--- src/rtl/player_input_arbiter_pkg.sv ---
// Shared game constants: PS/2 scan codes for both players and pause,
// move encoding, mover state encoding and the key-to-index lookup.
package player_input_arbiter_pkg;

  localparam int BREAK_BIT = 9;

  localparam logic [7:0] KEY_P0_UP    = 8'h1D;
  localparam logic [7:0] KEY_P0_DOWN  = 8'h1B;
  localparam logic [7:0] KEY_P0_LEFT  = 8'h1C;
  localparam logic [7:0] KEY_P0_RIGHT = 8'h23;
  localparam logic [7:0] KEY_P1_UP    = 8'h43;
  localparam logic [7:0] KEY_P1_DOWN  = 8'h42;
  localparam logic [7:0] KEY_P1_LEFT  = 8'h3B;
  localparam logic [7:0] KEY_P1_RIGHT = 8'h4B;
  localparam logic [7:0] KEY_PAUSE    = 8'h4D;

  localparam logic [3:0] KEY_IDX_PAUSE = 4'd8;
  localparam logic [3:0] KEY_IDX_NONE  = 4'hF;

  typedef enum logic [1:0] {
    MOVE_NONE  = 2'b00,
    MOVE_RIGHT = 2'b01,
    MOVE_LEFT  = 2'b10
  } move_e;

  typedef enum logic [2:0] {
    IDLE       = 3'd0,
    WALK_LEFT  = 3'd1,
    WALK_RIGHT = 3'd2,
    JUMP       = 3'd3,
    L_JUMP     = 3'd4,
    R_JUMP     = 3'd5
  } mover_state_e;

  // Held-bit layout: player p owns bits 4p+{0 up, 1 down, 2 left, 3 right}.
  function automatic logic [3:0] key_index(input logic [7:0] code);
    case (code)
      KEY_P0_UP:    return 4'd0;
      KEY_P0_DOWN:  return 4'd1;
      KEY_P0_LEFT:  return 4'd2;
      KEY_P0_RIGHT: return 4'd3;
      KEY_P1_UP:    return 4'd4;
      KEY_P1_DOWN:  return 4'd5;
      KEY_P1_LEFT:  return 4'd6;
      KEY_P1_RIGHT: return 4'd7;
      KEY_PAUSE:    return KEY_IDX_PAUSE;
      default:      return KEY_IDX_NONE;
    endcase
  endfunction

endpackage

--- src/rtl/player_input_arbiter_frame_tick_gen.sv ---
// Free-running frame counter; o_wrap flags the last count, o_tick is the
// registered, enable-gated pulse that follows it.
module frame_tick_gen #(
  parameter int TICK_DIV = 1000000,
  parameter int CNT_W    = 24
) (
  input  logic clk,
  input  logic rst_n,
  input  logic i_enable,
  output logic o_wrap,
  output logic o_tick
);

  localparam logic [CNT_W-1:0] LAST = CNT_W'(TICK_DIV - 1);

  logic [CNT_W-1:0] r_cnt;
  logic             r_tick;

  assign o_wrap = (r_cnt == LAST);
  assign o_tick = r_tick;

  // The count never stops; only the outgoing pulse is gated.
  always_ff @(posedge clk or negedge rst_n) begin
    if (!rst_n) begin
      r_cnt  <= '0;
      r_tick <= 1'b0;
    end else begin
      r_tick <= o_wrap & i_enable;
      r_cnt  <= o_wrap ? '0 : r_cnt + CNT_W'(1);
    end
  end

endmodule

--- src/rtl/player_input_arbiter.sv ---
// Splits the decoded PS/2 key stream into held-key, direction, jump and
// pause state for two players, with one shared frame tick.
module player_input_arbiter
  import player_input_arbiter_pkg::*;
#(
  parameter int TICK_DIV = 1000000,
  parameter int CNT_W    = 24
) (
  input  logic       clk,
  input  logic       rst_n,
  input  logic       i_key_valid,
  input  logic [9:0] i_key_code,
  output logic       o_frame_tick,
  output logic       o_paused,
  output logic [1:0] o_p0_move,
  output logic       o_p0_down,
  output logic       o_p0_jump,
  output logic [1:0] o_p1_move,
  output logic       o_p1_down,
  output logic       o_p1_jump,
  output logic       o_unmapped
);

  logic [3:0] w_idx;
  logic       w_brk;
  logic       w_mapped;
  logic       w_unused_bit8;

  assign w_idx         = key_index(i_key_code[7:0]);
  assign w_brk         = i_key_code[BREAK_BIT];
  assign w_mapped      = (w_idx != KEY_IDX_NONE);
  assign w_unused_bit8 = i_key_code[8];

  logic [7:0] r_held;
  logic [7:0] w_held_nxt;
  logic [7:0] w_rise;
  logic       r_pause_held;
  logic       w_pause_held_nxt;
  logic       r_paused;
  logic       w_paused_nxt;
  logic       r_unmapped;

  // Pause toggles only on the 0->1 edge of its own held bit.
  always_comb begin
    w_held_nxt       = r_held;
    w_rise           = '0;
    w_pause_held_nxt = r_pause_held;
    w_paused_nxt     = r_paused;
    if (i_key_valid && w_mapped) begin
      if (w_idx == KEY_IDX_PAUSE) begin
        w_pause_held_nxt = ~w_brk;
        if (!w_brk && !r_pause_held) w_paused_nxt = ~r_paused;
      end else begin
        w_held_nxt[w_idx[2:0]] = ~w_brk;
        w_rise[w_idx[2:0]]     = ~w_brk & ~r_held[w_idx[2:0]];
      end
    end
  end

  always_ff @(posedge clk or negedge rst_n) begin
    if (!rst_n) begin
      r_held       <= '0;
      r_pause_held <= 1'b0;
      r_paused     <= 1'b0;
      r_unmapped   <= 1'b0;
    end else begin
      r_held       <= w_held_nxt;
      r_pause_held <= w_pause_held_nxt;
      r_paused     <= w_paused_nxt;
      r_unmapped   <= i_key_valid & ~w_mapped;
    end
  end

  logic w_wrap;
  logic w_tick_en;
  logic w_tick_nxt;

  assign w_tick_en  = ~w_paused_nxt;
  assign w_tick_nxt = w_wrap & w_tick_en;

  frame_tick_gen #(
    .TICK_DIV (TICK_DIV),
    .CNT_W    (CNT_W)
  ) u_frame_tick_gen (
    .clk      (clk),
    .rst_n    (rst_n),
    .i_enable (w_tick_en),
    .o_wrap   (w_wrap),
    .o_tick   (o_frame_tick)
  );

  logic [1:0] w_move [2];
  logic       w_down [2];
  logic       w_jump [2];

  for (genvar p = 0; p < 2; p++) begin : g_player
    localparam int UP = 4 * p;
    localparam int DN = 4 * p + 1;
    localparam int LF = 4 * p + 2;
    localparam int RT = 4 * p + 3;

    move_e r_last_dir;
    move_e w_last_dir_nxt;
    move_e w_move_nxt;
    move_e r_move;
    logic  r_jump_pend;
    logic  w_jump_pend_nxt;
    logic  r_down;
    logic  r_jump;

    // Newest pressed direction wins while both are held; a new jump press
    // beats the clear from a tick in the same cycle.
    always_comb begin
      w_last_dir_nxt = r_last_dir;
      if (w_rise[LF])      w_last_dir_nxt = MOVE_LEFT;
      else if (w_rise[RT]) w_last_dir_nxt = MOVE_RIGHT;

      w_move_nxt = MOVE_NONE;
      if (w_held_nxt[LF] && w_held_nxt[RT]) w_move_nxt = w_last_dir_nxt;
      else if (w_held_nxt[LF])              w_move_nxt = MOVE_LEFT;
      else if (w_held_nxt[RT])              w_move_nxt = MOVE_RIGHT;

      w_jump_pend_nxt = w_rise[UP] | (r_jump_pend & ~o_frame_tick);
    end

    always_ff @(posedge clk or negedge rst_n) begin
      if (!rst_n) begin
        r_last_dir  <= MOVE_NONE;
        r_jump_pend <= 1'b0;
        r_move      <= MOVE_NONE;
        r_down      <= 1'b0;
        r_jump      <= 1'b0;
      end else begin
        r_last_dir  <= w_last_dir_nxt;
        r_jump_pend <= w_jump_pend_nxt;
        r_move      <= w_paused_nxt ? MOVE_NONE : w_move_nxt;
        r_down      <= w_held_nxt[DN] & ~w_paused_nxt;
        r_jump      <= w_tick_nxt & w_jump_pend_nxt;
      end
    end

    assign w_move[p] = r_move;
    assign w_down[p] = r_down;
    assign w_jump[p] = r_jump;
  end

  assign o_paused   = r_paused;
  assign o_unmapped = r_unmapped;
  assign o_p0_move  = w_move[0];
  assign o_p0_down  = w_down[0];
  assign o_p0_jump  = w_jump[0];
  assign o_p1_move  = w_move[1];
  assign o_p1_down  = w_down[1];
  assign o_p1_jump  = w_jump[1];

endmodule
--- config.mk ---
export PLATFORM = sky130hd
export DESIGN_NAME = player_input_arbiter
export DESIGN_NICKNAME = d
export VERILOG_FILES = /design/src/rtl/player_input_arbiter_pkg.sv /design/src/rtl/player_input_arbiter_frame_tick_gen.sv /design/src/rtl/player_input_arbiter.sv
export SDC_FILE = /design/constraint.sdc
export NUM_CORES = 1
export LEC_CHECK = 0
export BUFFER_PORTS_ARGS = -buffer_cell sky130_fd_sc_hd__buf_2
export CELL_PAD_IN_SITES_DETAIL_PLACEMENT = 0
export CELL_PAD_IN_SITES_GLOBAL_PLACEMENT = 1
export CORE_MARGIN = 2
export CORE_UTILIZATION = 52
export CTS_BUF_LIST = sky130_fd_sc_hd__clkbuf_8
export DETAILED_ROUTE_END_ITERATION = 10
export GPL_TIMING_DRIVEN = 0
export PLACE_DENSITY_LB_ADDON = 0.1
export REMOVE_ABC_BUFFERS = 1
export SYNTH_ARGS = -nofsm -noshare
export SYNTH_HDL_FRONTEND = slang
export SYNTH_SLANG_ARGS = --single-unit
export TNS_END_PERCENT = 1
--- constraint.sdc ---
create_clock -name clk -period 4.4 [get_ports clk]
set_input_delay 0.44 -clock clk [delete_from_list [all_inputs] [get_ports clk]]
set_output_delay 0.44 -clock clk [all_outputs]
set_load 0.01 [all_outputs]
**Word level (Yosys, flattened, before mapping)**

Index checks and enable logic that the tools add are counted.

- Logic and storage cells: 86
- Register bits: 50
- Bits of input ports: 13
- Output and inout bits: 11

- Reduce and logical (&&, ||, !) cells: 9
- Magnitude comparators: 2
- Multiplexer cells: 26
- $add $sub $neg: 1
- Bitwise operators: 19
- Eq/ne operators: 12

Operators with widths:

| kind | count |
|---|---|
| 4-bit case mux with 9 select lines | 1 |
| 8-bit by 7-bit == test with 1-bit output (second input constant) | 4 |
| 8-bit two-way mux | 4 |
| 24-bit by 1-bit adder with 24-bit output (second input constant) | 1 |
| 24-bit by 20-bit == test with 1-bit output (second input constant) | 1 |
| 8-bit by 5-bit == test with 1-bit output (second input constant) | 3 |
| 24-bit two-way mux | 1 |
| 2-bit two-way mux | 10 |
| 8-bit by 6-bit == test with 1-bit output (second input constant) | 2 |
| 1-bit AND | 9 |
| 8-bit AND | 1 |
| 8-bit bitwise mux | 1 |
| 1-bit two-way mux | 7 |
| 1-bit inverter | 7 |
| 1-bit logical AND | 5 |
| 4-bit == test (second input constant) | 1 |
| 3-bit by 4-bit less-than comparator with 1-bit output (second input constant) | 1 |
| 4-bit != test (second input constant) | 1 |
| 2-bit AND reduction | 2 |
| 1-bit binary-select mux with 3-bit select | 1 |
| 1-bit demux with 3-bit select | 1 |
| 3-bit by 1-bit greater-or-equal comparator with 1-bit output (second input constant) | 1 |
| 1-bit zero test | 2 |
| 1-bit bitwise OR | 2 |

**Logic depth before layout (Yosys ltp)**

Gate-level depths: netlist of the first run.

- Depth in word-level cells: 13
- Gate-level depth with buffers: 8
- Depth with buffers taken out: 7

**Cells and area by module**

From an unflattened synthesis of the first run, not the netlist that was laid out.

- Cell total of the unflattened synthesis: 256
- Area total of the unflattened synthesis: 2686.3 um2

Modules (own cells, without submodules):

| module | area each (um2) | instances | cells each | sequential area each (um2) |
|---|---|---|---|---|
| player_input_arbiter | 1492.7 | 1 | 141 | 625.6 |
| frame_tick_gen | 1193.6 | 1 | 115 | 625.6 |

**Least setup slack after synthesis of the first run**

Ideal clock, no wire load.

- Path kind: in2reg
- Start point: in i_key_code[5]
- End point: reg (tool-made name)
- Library setup time: 0.125 ns
- Setup slack: 2.075 ns
- Arrival: 2.201 ns
- Required time: 4.275 ns
- Stages on the path: 6
- Buffers on the path: 0
- Path through: or4b_4 o31a_1 o21ai_4 nand2_4 a2111oi_4 mux2_2

RTL lines:

| element | line | text |
|---|---|---|
| start, declared | player_input_arbiter.sv:12 | `input logic [9:0] i_key_code,` |

**Final worst setup path of the first run**

- Start point: in i_key_code[5]
- End point: reg g_player[1].r_jump (netlist: o_p1_jump)

- Cells in the longest elaborated chain, start to end: 11

RTL lines:

| element | line | text |
|---|---|---|
| 8-bit by 7-bit == test with 1-bit output (tied with other cells) | player_input_arbiter_pkg.sv:37 | `case (code)` |
| 4-bit case mux with 9 select lines * | player_input_arbiter_pkg.sv:37 |  |
| 3-bit by 4-bit less-than comparator with 1-bit output (implied by the code) (tied with other cells) | player_input_arbiter.sv:55 | `w_rise[w_idx[2:0]] = ~w_brk & ~r_held[w_idx[2:0]];` |
| 1-bit logical AND (implied by the code) or 1-bit two-way mux (tied branches) | player_input_arbiter.sv:55 |  |
| 1-bit two-way mux (implied by the code) or 1-bit inverter (tied branches) | player_input_arbiter.sv:55 |  |
| 1-bit demux with 3-bit select or 1-bit AND (tied branches) | player_input_arbiter.sv:55 |  |
| 8-bit AND (no source line) | - |  |
| 8-bit two-way mux | player_input_arbiter.sv:50 | `if (w_idx == KEY_IDX_PAUSE) begin` |
| 8-bit two-way mux | player_input_arbiter.sv:49 | `if (i_key_valid && w_mapped) begin` |
| 1-bit bitwise OR | player_input_arbiter.sv:123 | `w_jump_pend_nxt = w_rise[UP] \| (r_jump_pend & ~o_frame_tick);` |
| 1-bit AND * | player_input_arbiter.sv:138 | `r_jump <= w_tick_nxt & w_jump_pend_nxt;` |
| end signal, assigned | player_input_arbiter.sv:138 |  |
| end, declared | player_input_arbiter.sv:109 | `logic r_jump;` |

Every way passes the cells marked *; elsewhere a longest branch is shown, timed or not. The select of a mux whose other input is x is not followed.
A chain may end at the register's enable or synchronous reset.

==> results of run 1 <==
-- flip-flops by register name (all words and copies together), names as in the netlist, named ones only --
signal                   count
g_player.r_last_dir          4
u_frame_tick_gen.o_tick      1
g_player.r_jump_pend         2
o_p0_jump                    1
o_unmapped                   1
o_paused                     1
o_p0_move                    2
o_p1_jump                    1
u_frame_tick_gen.r_cnt      24
o_p0_down                    1
o_p1_move                    2
r_held                       6
r_pause_held                 1
o_p1_down                    1
-- cells in the mapped netlist, types with 3 or more instances --
library cell / instances
sky130_fd_sc_hd__clkbuf_1: 3
sky130_fd_sc_hd__xnor2_1: 10
sky130_fd_sc_hd__nand4_1: 4
sky130_fd_sc_hd__mux2_2: 3
sky130_fd_sc_hd__o21ai_0: 5
sky130_fd_sc_hd__and2_1: 3
sky130_fd_sc_hd__nor2b_1: 5
sky130_fd_sc_hd__a21o_1: 3
sky130_fd_sc_hd__nand2_1: 26
sky130_fd_sc_hd__a31oi_1: 3
sky130_fd_sc_hd__or3_1: 3
sky130_fd_sc_hd__dfrtp_1: 50
sky130_fd_sc_hd__nand3_1: 17
sky130_fd_sc_hd__and3_1: 5
sky130_fd_sc_hd__and4_1: 3
sky130_fd_sc_hd__nor3_1: 4
sky130_fd_sc_hd__o31ai_1: 4
sky130_fd_sc_hd__inv_1: 7
sky130_fd_sc_hd__nand3b_1: 3
sky130_fd_sc_hd__xor2_1: 13
sky130_fd_sc_hd__nor2_1: 18
-- critical path, cell delays in order --
cell	delay, ns
sky130_fd_sc_hd__buf_2	0.15
sky130_fd_sc_hd__or2_2	0.31
sky130_fd_sc_hd__nor3_1	0.41
sky130_fd_sc_hd__nand3_1	0.17
sky130_fd_sc_hd__or3_1	0.34
sky130_fd_sc_hd__xor2_1	0.54
sky130_fd_sc_hd__nand2_1	0.24
sky130_fd_sc_hd__a21oi_1	0.21
-- layout make-up --
type | count | share of cell area
Sequential cell | 50 | 0.457
Multi-Input combinational cell | 171 | 0.437
Timing Repair Buffer | 22 | 0.0402
Clock buffer | 5 | 0.0251
Tap cell | 54 | 0.0247
Inverter | 7 | 0.00960
Clock inverter | 3 | 0.00640
-- metrics by stage --
step	worst slack (ns)	total power [mW]	utilization
finish	1.80	0.783	0.587
global route	1.54	0.820	0.587
CTS	1.73	0.795	0.587
detailed placement	1.40	0.538	0.569
global placement	1.40	0.537	0.568
floorplan	2.07	0.507	-
-- where the power goes --
group          leakage [nW]  switching, mW  internal [mW]
Clock                0.0493          0.146          0.110
Combinational         0.562         0.0358         0.0202
Sequential            0.668        0.00344          0.468
-- cell families after synthesis --
family                   Yosys count  synth area share
AO/OA/AOI/OAI                     35             0.129
multiplexers                       4            0.0176
adder cells (fa/ha/maj)            1           0.00503
AND/OR/NAND/NOR                  108             0.246
flip-flops                        50             0.503
XOR/XNOR                          23            0.0810
buffers and inverters             11            0.0181
-- metal layers --
metal / wire length [um] / share of wire
met1: 2390 / 0.53
met2: 1970 / 0.43
met3: 119 / 0.026
met4: 72 / 0.016
met5: 0 / 0
-- worst paths after layout --
path,endpoint,slack [ns],cells after the start
max,o_p1_jump$_DFF_PN0_,1.80,8
min,o_paused$_DFF_PN0_,0.33,1
max reg2reg,o_p1_jump$_DFF_PN0_,2.09,7
min reg2reg,flip-flop,0.48,2
max in group asynchronous,o_p0_jump$_DFF_PN0_,3.42,1
min in group clk,flip-flop,0.48,2
==> impl_metrics.sql, run 1 <==
INSERT INTO impl_metrics (metric_group, metric, value, unit) VALUES
('outcome', 'run_status', 'completed', ''),
('logic_synthesis', 'postSynthCellCount', '232', ''),
('routing', 'routed_wirelength', '4550', 'um'),
('clocking', 'cts_sinks', '50', ''),
('final_layout', 'most-common-layout-cells', '50 x sky130_fd_sc_hd__dfrtp_1, 26 x sky130_fd_sc_hd__nand2_1, 22 x sky130_fd_sc_hd__buf_2', ''),
('clocking', 'cts_tree', 'yes', ''),
('logic_synthesis', 'yosys.area.top_type_share', '0.503', ''),
('place', 'gp_congestion', '0.767', ''),
('final_layout', 'drive_above_1_share', '0.194', ''),
('clocking', 'cts_repair_resize_count', '0', ''),
('timing', 'final.setup_skew', '0.00781', 'ns'),
('global_routing', 'global_route.usage.met3', '0.0497', ''),
('timing', 'rsz0062_at_grt', 'false', ''),
('floorplanning', 'design.die.area', '5350', 'um^2'),
('worst_setup_path', 'timing.critical_path.fanout_max', '8', ''),
('final_layout', 'sequential_standard_cell_area', '1250', 'um^2'),
('logic_synthesis', 'synth_ff_type', 'sky130_fd_sc_hd__dfrtp_1', ''),
('place', 'port-buffer-count', '22', ''),
('timing', 'worst-slew-pin-transition', '1.08', 'ns'),
('final_layout', 'final_cell_count_no_fill', '312', ''),
('logic_synthesis', 'post_synthesis_cell_area', '2490', 'um^2'),
('final_layout', 'areaGrowthSynthToFinish', '10.1', '%'),
('job', 'cap_violations', '0', ''),
('routing', 'route.detailed.drc', '0', ''),
('worst_setup_path', 'timing.rr.start', 'u_frame_tick_gen.r_cnt[0]$_DFF_PN0_', ''),
('routing', 'drt_iter0_drc', '97', ''),
('power', 'p_leak', '1.28', 'nW'),
('clocking', 'clock_insertion_delay_worst_skew', '0.31', 'ns'),
('floorplanning', 'core.rowCount', '25', ''),
('floorplanning', 'die_x', '73.1', 'um'),
('global_routing', 'grt.total_usage', '0.192', ''),
('timing', 'max_transition_margin', '0.282', ''),
('timing', 'achievable-frequency', '384', 'MHz'),
('logic_synthesis', 'seq_area_frac_synth', '0.503', ''),
('routing', 'via_count', '1764', ''),
('clocking', 'cts_hold_buffers', '0', ''),
('worst_setup_path', 'critical_path_arrival', '2.82', 'ns'),
('floorplanning', 'floorplan.core_area', '4660', 'um^2'),
('global_routing', 'grt_remaining_overflow', '0', ''),
('global_routing', 'grt.met1_usage', '0.281', ''),
('logic_synthesis', 'asyncSetResetFlopFracSynth', '1.00', ''),
('clocking', 'ctsLongestPathBuffers', '2', ''),
('global_routing', 'grt_antenna_before_repair', '0', ''),
('final_layout', 'layout.filler_cells', '407', ''),
('hold_path', 'hold_path.class', 'input port to async pin', ''),
('timing', 'finalHoldViolations', '0', ''),
('logic_synthesis', 'syn_area_per_cell', '10.7', 'um^2'),
('clocking', 'clkSlewWorstSetupHoldPaths', '0.08', 'ns'),
('logic_synthesis', 'edff_count_synth', '0', ''),
('final_layout', 'final_common_cell', 'sky130_fd_sc_hd__dfrtp_1', ''),
('logic_synthesis', 'synthTopCellsByArea', 'sky130_fd_sc_hd__dfrtp_1 50%, sky130_fd_sc_hd__xor2_1 4.6%, sky130_fd_sc_hd__nand2_1 3.9%', ''),
('global_routing', 'grt_use_met2', '0.274', ''),
('final_layout', 'multiInputGateArea', '1190', 'um^2'),
('logic_synthesis', 'yosys_warnings', '0', ''),
('clocking', 'htreeDepth', '2', ''),
('routing', 'detail_route.vias_per_cell', '5.65', ''),
('place', 'dpl_cells', '304', ''),
('logic_synthesis', 'yosys.area.top_type', 'sky130_fd_sc_hd__dfrtp_1', ''),
('worst_setup_path', 'critical_path.startpoint_type', 'input port', ''),
('worst_setup_path', 'worst_ep_required_time', '4.62', 'ns'),
('final_layout', 'insertedDiodeCount', '0', ''),
('timing', 'finalSetupViolCount', '0', ''),
('timing', 'fin_tns_setup', '0', 'ns'),
('place', 'detailedPlacementHpwl', '3240', 'um'),
('routing', 'average_routed_wire_per_standard_cell', '14.6', 'um'),
('place', 'postPlaceCellArea', '2650', 'um^2'),
('clocking', 'post-cts-setup-buffer-count', '0', ''),
('worst_setup_path', 'critical_path.endpoint_type', 'flip-flop', ''),
('worst_setup_path', 'cp-startpoint', 'i_key_code[5]', ''),
('routing', 'detail-route-antenna-nets', '0', ''),
('timing', 'holdWs', '0.334', 'ns');
Note: power is estimated with default switching activity, not from simulation.
==> run 2: changes to the inputs <==
--- a/config.mk
+++ b/config.mk
@@ -9,7 +9,7 @@
 export CELL_PAD_IN_SITES_DETAIL_PLACEMENT = 0
 export CELL_PAD_IN_SITES_GLOBAL_PLACEMENT = 1
 export CORE_MARGIN = 2
-export CORE_UTILIZATION = 52
+export CORE_UTILIZATION = 44
 export CTS_BUF_LIST = sky130_fd_sc_hd__clkbuf_8
 export DETAILED_ROUTE_END_ITERATION = 10
 export GPL_TIMING_DRIVEN = 0
==> constraint.sdc (replaced) <==
create_clock -name clk -period 2.25 [get_ports clk]
set_input_delay 0.225 -clock clk [delete_from_list [all_inputs] [get_ports clk]]
set_output_delay 0.225 -clock clk [all_outputs]
set_load 0.01 [all_outputs]
==> run 2 against run 1 <==
  * Register-to-register slack lost 1.8 ns
  * Critical path depth shrank 1
  * Core utilization shrank 6.1 points
  * Final area grew 5.2%
  * Critical path type unchanged
  * Clock skew shrank 0.00058 ns
  * Combinational power grew 110%
  * Cell count grew 7.4%
  * First-iteration DRC count shrank 29%
==> impl_metrics.sql, run 2 (same netlist as run 1, synthesis figures left out) <==
INSERT INTO impl_metrics (metric_group, metric, value, unit) VALUES
('outcome', 'run_status', 'completed', ''),
('routing', 'average_routed_wire_per_standard_cell', '14.6', 'um'),
('global_routing', 'grt_antenna_before_repair', '0', ''),
('final_layout', 'design.final.nets', '277', ''),
('worst_setup_path', 'crit_path_class', 'input port to flip-flop', ''),
('final_layout', 'areaGrowthSynthToFinish', '15.8', '%'),
('timing', 'final.setup_skew', '0.00724', 'ns'),
('clocking', 'cts_sinks', '50', ''),
('routing', 'route.detailed.drc', '0', ''),
('job', 'cap_violations', '0', ''),
('routing', 'first_pass_iteration_count_of_the_detailed_router', '4', ''),
('worst_setup_path', 'worst_ep_required_time', '2.43', 'ns'),
('power', 'power_density', '584', 'nW/um^2'),
('timing', 'finalSetupViolCount', '0', ''),
('timing', 'final_period_minus_worst_setup_slack', '2.07', 'ns'),
('global_routing', 'grt.total_usage', '0.172', ''),
('routing', 'via_count', '1790', ''),
('clocking', 'tritoncts.num_buffers', '5', ''),
('global_routing', 'grt_pass1_vias', '1767', ''),
('power', 'pwr-share-comb', '0.069', ''),
('timing', 'worst-slew-pin-transition', '1.08', 'ns'),
('power', 'p_leak', '1.34', 'nW'),
('floorplanning', 'core.rowCount', '27', ''),
('final_layout', 'insertedDiodeCount', '0', ''),
('final_layout', 'largest_register_ff_count', '24', ''),
('final_layout', 'registers.top_by_ff_count', 'u_frame_tick_gen.r_cnt', ''),
('clocking', 'clock_insertion_delay_worst_skew', '0.29', 'ns'),
('routing', 'detail-route-antenna-nets', '0', ''),
('hold_path', 'hold_path.class', 'input port to async pin', ''),
('global_routing', 'grt_max_degree', '51', ''),
('timing', 'rsz0062_at_grt', 'false', ''),
('timing', 'finalHoldViolations', '0', ''),
('floorplanning', 'floorplan.core_area', '5470', 'um^2'),
('clocking', 'htreeDepth', '2', ''),
('floorplanning', 'die_x', '79.2', 'um'),
('floorplanning', 'floorplan.initialDensity', '0.454', ''),
('power', 'report.power.total', '1.68', 'mW'),
('floorplanning', 'design.die.area', '6270', 'um^2'),
('power', 'p_int', '1.31', 'mW'),
('power', 'pwr-share-seq', '0.549', ''),
('routing', 'detail_route.vias_per_cell', '5.34', ''),
('routing', 'routed_wirelength', '4880', 'um'),
('power', 'vdd_drop_max', '0.000323', 'V'),
('routing', 'drt_iter0_drc', '69', ''),
('clocking', 'clkSlewWorstSetupHoldPaths', '0.09', 'ns'),
('place', 'port-buffer-count', '22', ''),
('floorplanning', 'chipHeight', '79.2', 'um'),
('final_layout', 'final_cell_count_no_fill', '335', ''),
('clocking', 'cts_root_buffer', 'sky130_fd_sc_hd__clkbuf_8', ''),
('clocking', 'ctsLongestPathBuffers', '2', ''),
('place', 'dpl_cells', '322', ''),
('final_layout', 'final_common_cell', 'sky130_fd_sc_hd__dfrtp_1', ''),
('final_layout', 'drive_above_1_share', '0.228', ''),
('timing', 'final-max-slew-violation-count', '0', ''),
('final_layout', 'largestRegisters', 'u_frame_tick_gen.r_cnt x24, r_held x6, g_player.r_last_dir x4', ''),
('worst_setup_path', 'timing.critical_path.fanout_max', '8', ''),
('timing', 'fin_crit_sh', '0.920', ''),
('floorplanning', 'boundaryPins', '24', ''),
('timing', 'max_transition_margin', '0.279', ''),
('power', 'total_switching_power', '368', 'uW'),
('global_routing', 'grt_pass1_wl', '8600', 'um'),
('worst_setup_path', 'r2r_slack', '0.26', 'ns'),
('worst_setup_path', 'critical_path.endpoint_type', 'flip-flop', ''),
('final_layout', 'most-common-layout-cells', '50 x sky130_fd_sc_hd__dfrtp_1, 26 x sky130_fd_sc_hd__nand2_1, 22 x sky130_fd_sc_hd__buf_2', ''),
('clocking', 'cts_hold_buffers', '0', ''),
('clocking', 'cts_tree', 'yes', ''),
('worst_setup_path', 'critical_path_arrival', '2.26', 'ns'),
('power', 'p_clk_frac', '0.382', ''),
('worst_setup_path', 'critical_path.startpoint_type', 'input port', ''),
('place', 'detailedPlacementHpwl', '3420', 'um'),
('power', 'netSwitchingFraction', '0.219', ''),
('global_routing', 'grt_remaining_overflow', '0', ''),
('timing', 'achievable-frequency', '483', 'MHz'),
('worst_setup_path', 'worstRegToRegCells', '7', ''),
('place', 'gp_congestion', '0.788', '');
## run 2: routing by layer
| layer | global-route usage | vias to the layer above | wire (um) |
|---|---|---|---|
| li1 | - | 891 | - |
| met1 | 0.266 | 868 | 2560 |
| met2 | 0.253 | 26 | 2130 |
| met3 | 0.0330 | 5 | 159 |
| met4 | 0.0310 | 0 | 24 |
| met5 | 0 | - | 0 |
## run 2: area by class of cell
cell class / instances / area [um^2]
flip-flops and latches: 50 / 1250
fillers: 530 / 2590
well taps: 72 / 90.1
inverters: 7 / 26.3
multi-input cells: 171 / 1240
clock buffers: 6 / 82.6
repair buffers: 28 / 155
clock inverters: 1 / 30.0
## run 2: critical path: stages
cell                        delay (ns)
sky130_fd_sc_hd__buf_2            0.16
sky130_fd_sc_hd__or4b_4           0.58
sky130_fd_sc_hd__o31a_1           0.29
sky130_fd_sc_hd__o21ai_4          0.19
sky130_fd_sc_hd__nand2_4          0.09
sky130_fd_sc_hd__a2111oi_4        0.35
sky130_fd_sc_hd__mux2_2           0.37
## run 2: stage by stage
step,utilization,TNS [ns],hold slack [ns],worst slack (ns),instance area (um^2)
6_report,0.526,0,0.130,0.179,2880
5_1_grt,0.526,0,0.220,0.0421,2880
4_1_cts,0.512,0,0.178,0.0265,2800
3_5_place_dp,0.488,-5.05,0.462,-0.584,2670
3_3_place_gp,0.487,-8.79,0.457,-0.721,2670
2_1_floorplan,-,0,-0.0706,0.140,2470
## run 2: power groups by stage
stage / Sequential (mW) / Combinational [mW] / Clock (mW)
after global placement: 0.939 / 0.112 / 0
after global routing: 0.925 / 0.131 / 0.688
after floorplan: 0.941 / 0.0516 / 0
after detailed placement: 0.940 / 0.114 / 0
final: 0.923 / 0.116 / 0.642
after CTS: 0.922 / 0.114 / 0.668
## run 2: worst paths after layout
check,start,to
max in group asynchronous,rst_n,o_p1_move[0]$_DFF_PN0_
min reg2reg,u_frame_tick_gen.r_cnt[4]$_DFF_PN0_,u_frame_tick_gen.r_cnt[4]$_DFF_PN0_
min in group clk,i_key_valid,g_player[1].r_jump_pend$_DFF_PN0_
max reg2reg,u_frame_tick_gen.r_cnt[0]$_DFF_PN0_,u_frame_tick_gen.r_cnt[18]$_DFF_PN0_
min,rst_n,o_unmapped$_DFF_PN0_
max,i_key_code[5],flip-flop
## run 2: timing repair
action | CTS | global route
setup endpoints to repair | 7 | 10
resized for setup | 3 | 4
pin swaps | 0 | 2
setup buffers | 0 | 6
==> run 3: changes to the inputs <==
--- a/config.mk
+++ b/config.mk
@@ -5,11 +5,12 @@
 export SDC_FILE = /design/constraint.sdc
 export NUM_CORES = 1
 export LEC_CHECK = 0
+export ABC_AREA = 1
 export BUFFER_PORTS_ARGS = -buffer_cell sky130_fd_sc_hd__buf_2
 export CELL_PAD_IN_SITES_DETAIL_PLACEMENT = 0
 export CELL_PAD_IN_SITES_GLOBAL_PLACEMENT = 1
 export CORE_MARGIN = 2
-export CORE_UTILIZATION = 44
+export CORE_UTILIZATION = 41
 export CTS_BUF_LIST = sky130_fd_sc_hd__clkbuf_8
 export DETAILED_ROUTE_END_ITERATION = 10
 export GPL_TIMING_DRIVEN = 0
==> run 3 against run 2 <==
  * Sequential share of layout area fell by 2.1 points
  * Largest cell class unchanged
  * Fmax fell by 1.3%
  * Clock skew barely moved
  * Register-to-register slack worse by 0.11 ns
==> impl_metrics.sql, run 3 <==
INSERT INTO impl_metrics (metric_group, metric, value, unit) VALUES
('outcome', 'run_status', 'completed', ''),
('global_routing', 'grt_pass1_vias', '2076', ''),
('final_layout', 'largest_register_ff_count', '24', ''),
('logic_synthesis', 'compound_cell_area_share_of_the_yosys_netlist', '0.0754', ''),
('final_layout', 'multiInputGateArea', '1210', 'um^2'),
('worst_setup_path', 'critical_path_arrival', '2.30', 'ns'),
('global_routing', 'grt_max_degree', '51', ''),
('final_layout', 'areaGrowthSynthToFinish', '12.4', '%'),
('timing', 'final.setup.worst_slack', '0.152', 'ns'),
('final_layout', 'most-common-layout-cells', '83 x sky130_fd_sc_hd__nand2_1, 60 x sky130_fd_sc_hd__inv_1, 50 x sky130_fd_sc_hd__dfrtp_1', ''),
('power', 'vdd_drop_max', '0.000240', 'V'),
('clocking', 'clock_insertion_delay_worst_skew', '0.30', 'ns'),
('timing', 'worst-slew-pin-transition', '1.07', 'ns'),
('final_layout', 'final_common_cell', 'sky130_fd_sc_hd__nand2_1', ''),
('timing', 'achievable-frequency', '477', 'MHz'),
('floorplanning', 'chipHeight', '85.0', 'um'),
('timing', 'finalSetupViolCount', '0', ''),
('worst_setup_path', 'critical_path.endpoint_type', 'flip-flop', ''),
('logic_synthesis', 'ys_seq_elements', '50', ''),
('worst_setup_path', 'crit_buf_inv', '1', ''),
('clocking', 'tritoncts.num_buffers', '5', ''),
('power', 'p_leak', '1.68', 'nW'),
('routing', 'drt_iter0_drc', '89', ''),
('routing', 'detail-route-antenna-nets', '0', ''),
('clocking', 'cts_hold_buffers', '0', ''),
('logic_synthesis', 'seq_area_frac_synth', '0.465', ''),
('power', 'power_density', '523', 'nW/um^2'),
('final_layout', 'layout.filler_cells', '653', ''),
('worst_setup_path', 'cp_slowest_cell', 'sky130_fd_sc_hd__dfrtp_1', ''),
('clocking', 'cts_root_buffer', 'sky130_fd_sc_hd__clkbuf_8', ''),
('floorplanning', 'core.rowCount', '29', ''),
('routing', 'first_pass_iteration_count_of_the_detailed_router', '4', ''),
('logic_synthesis', 'post_synth_num_cell_types', '36', ''),
('place', 'port-buffer-count', '22', ''),
('final_layout', 'registers.top_by_ff_count', 'u_frame_tick_gen.r_cnt', ''),
('place', 'detailedPlacementHpwl', '3940', 'um'),
('routing', 'routed.top_layer', 'met4', ''),
('final_layout', 'post-route-cell-area', '3020', 'um^2'),
('final_layout', 'sequential_standard_cell_area', '1250', 'um^2'),
('routing', 'average_routed_wire_per_standard_cell', '11.4', 'um'),
('routing', 'dr_wl_met2', '2220', 'um'),
('routing', 'met1Wirelength', '2770', 'um'),
('logic_synthesis', 'synth.mux.area_fraction', '0', ''),
('worst_setup_path', 'worst_ep_required_time', '2.45', 'ns'),
('logic_synthesis', 'asyncSetResetFlopFracSynth', '1.00', ''),
('floorplanning', 'boundaryPins', '24', ''),
('clocking', 'cts_sinks', '50', ''),
('routing', 'via_count', '2104', ''),
('logic_synthesis', 'synth_top_family_by_area', 'simple AND/OR/NAND/NOR gates', ''),
('floorplanning', 'floorplan.initialDensity', '0.423', ''),
('timing', 'max_transition_margin', '0.286', ''),
('place', 'gp_congestion', '0.772', ''),
('place', 'postPlaceCellArea', '2880', 'um^2'),
('worst_setup_path', 'path_common_cell', 'sky130_fd_sc_hd__nand2_2', ''),
('global_routing', 'grt_antenna_before_repair', '0', ''),
('logic_synthesis', 'yosys.area.top_type_share', '0.465', ''),
('worst_setup_path', 'crit_family', 'simple AND/OR/NAND/NOR gates', ''),
('logic_synthesis', 'synth_xor_area_frac', '0.0195', ''),
('routing', 'routed_wirelength', '5170', 'um'),
('power', 'report.power.total', '1.58', 'mW'),
('floorplanning', 'design.die.area', '7220', 'um^2'),
('logic_synthesis', 'synthesized_area_fraction_occupied_by_adder_cells', '0.00465', ''),
('timing', 'fin_crit_sh', '0.933', ''),
('timing', 'finalHoldViolations', '0', ''),
('worst_setup_path', 'crit_path_class', 'flip-flop to flip-flop', ''),
('job', 'cap_violations', '0', ''),
('timing', 'final_period_minus_worst_setup_slack', '2.10', 'ns'),
('routing', 'route.detailed.drc', '0', ''),
('timing', 'final.setup_skew', '0.00705', 'ns'),
('global_routing', 'grt.total_usage', '0.157', ''),
('routing', 'detail_route.vias_per_cell', '4.65', ''),
('logic_synthesis', 'synthTopCellsByArea', 'sky130_fd_sc_hd__dfrtp_1 47%, sky130_fd_sc_hd__nand2_1 12%, sky130_fd_sc_hd__inv_1 8.4%', ''),
('worst_setup_path', 'critical_path.startpoint_type', 'flip-flop', ''),
('final_layout', 'largestRegisters', 'u_frame_tick_gen.r_cnt x24, r_held x6, g_player.r_last_dir x4', ''),
('hold_path', 'hold_path.class', 'input port to async pin', ''),
('logic_synthesis', 'edff_count_synth', '0', ''),
('clocking', 'cts_tree', 'yes', ''),
('worst_setup_path', 'crit_path_max_incr_delay', '0.38', 'ns'),
('place', 'post-place-ws', '-0.000161', 'ns'),
('global_routing', 'grt_pass1_wl', '9260', 'um'),
('worst_setup_path', 'timing.critical_path.fanout_max', '4', ''),
('logic_synthesis', 'post-synth-top-count-cell', 'sky130_fd_sc_hd__nand2_1', ''),
('logic_synthesis', 'yosys_warnings', '0', ''),
('logic_synthesis', 'post_synthesis_cell_area', '2690', 'um^2'),
('final_layout', 'insertedDiodeCount', '0', ''),
('clocking', 'htreeDepth', '2', ''),
('floorplanning', 'die_x', '85.0', 'um'),
('logic_synthesis', 'postSynthCellCount', '345', ''),
('floorplanning', 'floorplan.core_area', '6350', 'um^2'),
('clocking', 'clkSlewWorstSetupHoldPaths', '0.10', 'ns'),
('logic_synthesis', 'synth_ff_type', 'sky130_fd_sc_hd__dfrtp_1', ''),
('logic_synthesis', 'yosys.area.top_type', 'sky130_fd_sc_hd__dfrtp_1', ''),
('global_routing', 'grt_remaining_overflow', '0', ''),
('final_layout', 'design.final.nets', '388', ''),
('timing', 'rsz0062_at_grt', 'true', ''),
('worst_setup_path', 'cp_cell_sequence', 'ha_1 > nand2_1 > nor2_2 > nand2_2 > nor3_4 > nand2_2 > nor2_4 > nand2_2 > nor3_4 > nand3_2 > nor2_1 > xor2_1 > inv_1', ''),
('timing', 'final-max-slew-violation-count', '0', ''),
('routing', 'met3WireLength', '129', 'um'),
('final_layout', 'drive_above_1_share', '0.205', ''),
('logic_synthesis', 'post_synth_and_or_nand_nor_area_fraction', '0.336', ''),
('logic_synthesis', 'leading_post_synthesis_cells_by_instance_count', '85 x sky130_fd_sc_hd__nand2_1, 60 x sky130_fd_sc_hd__inv_1, 50 x sky130_fd_sc_hd__dfrtp_1', ''),
('final_layout', 'post-route-util', '0.476', ''),
('clocking', 'ctsLongestPathBuffers', '2', ''),
('logic_synthesis', 'syn_area_per_cell', '7.79', 'um^2');
==> run 3: cell count changes after synthesis, moves of 7 or more <==
cell                      change
sky130_fd_sc_hd__a21oi_1     +10
sky130_fd_sc_hd__nand2_1     +59
sky130_fd_sc_hd__o21ai_0      +8
sky130_fd_sc_hd__xor2_1       -8
sky130_fd_sc_hd__nor2_2       +7
sky130_fd_sc_hd__nor2_1      +15
sky130_fd_sc_hd__nand2_2      +8
sky130_fd_sc_hd__xnor2_1      -9
sky130_fd_sc_hd__inv_1       +53
==> run 3: final timing paths <==
check                                                    start                                    to  slack, ns  cells past startpoint
max                        u_frame_tick_gen.r_cnt[0]$_DFF_PN0_  u_frame_tick_gen.r_cnt[20]$_DFF_PN0_       0.15                     13
min                                                      rst_n                  o_unmapped$_DFF_PN0_       0.11                      1
max reg2reg                u_frame_tick_gen.r_cnt[0]$_DFF_PN0_  u_frame_tick_gen.r_cnt[20]$_DFF_PN0_       0.15                     13
min reg2reg                g_player[1].r_last_dir[1]$_DFF_PN0_   g_player[1].r_last_dir[1]$_DFF_PN0_       0.48                      2
max in group asynchronous                                rst_n                o_p0_move[1]$_DFF_PN0_       1.48                      1
min in group clk                                   i_key_valid                  o_unmapped$_DFF_PN0_       0.15                      3
==> run 3: cells by family (layout without fill, tap and decap cells) <==
family                   Yosys count  in the layout
adder cells (fa/ha/maj)            1              1
XOR/XNOR                           6              6
AO/OA/AOI/OAI                     35             35
flip-flops                        50             50
buffers and inverters             69             99
AND/OR/NAND/NOR                  184            184
==> run 3: layout make-up <==
cell class | count | share of cell area
Clock buffer | 6 | 0.0273
Clock inverter | 2 | 0.00414
Inverter | 68 | 0.0849
Multi-Input combinational cell | 226 | 0.399
Sequential cell | 50 | 0.414
Tap cell | 77 | 0.0319
Timing Repair Buffer | 23 | 0.0389
==> run 3: metrics by stage <==
stage	TNS, ns	std cells	hold slack [ns]
final	0	452	0.108
after global routing	-0.159	452	0.170
after CTS	-0.0174	451	0.141
after detailed placement	-0.000161	443	0.462
after global placement	0	443	0.453
after floorplan	0	344	-0.0706
==> run 3: repair_timing <==
| action | CTS | global route |
|---|---|---|
| resized for setup | 0 | 9 |
| setup buffers | 0 | 1 |
| pin swaps | 0 | 1 |
| setup endpoints to repair | 1 | 13 |
==> run 3: layer usage <==
metal	vias to the layer above	track usage
li1	1124	-
met1	954	0.235
met2	22	0.233
met3	4	0.0282
met4	0	0.0476
met5	-	0
==> run 3: where the power goes <==
part	switching (mW)	internal [mW]
registers	0.00490	0.910
logic	0.0808	0.0350
clock network	0.304	0.248
total	0.390	1.19
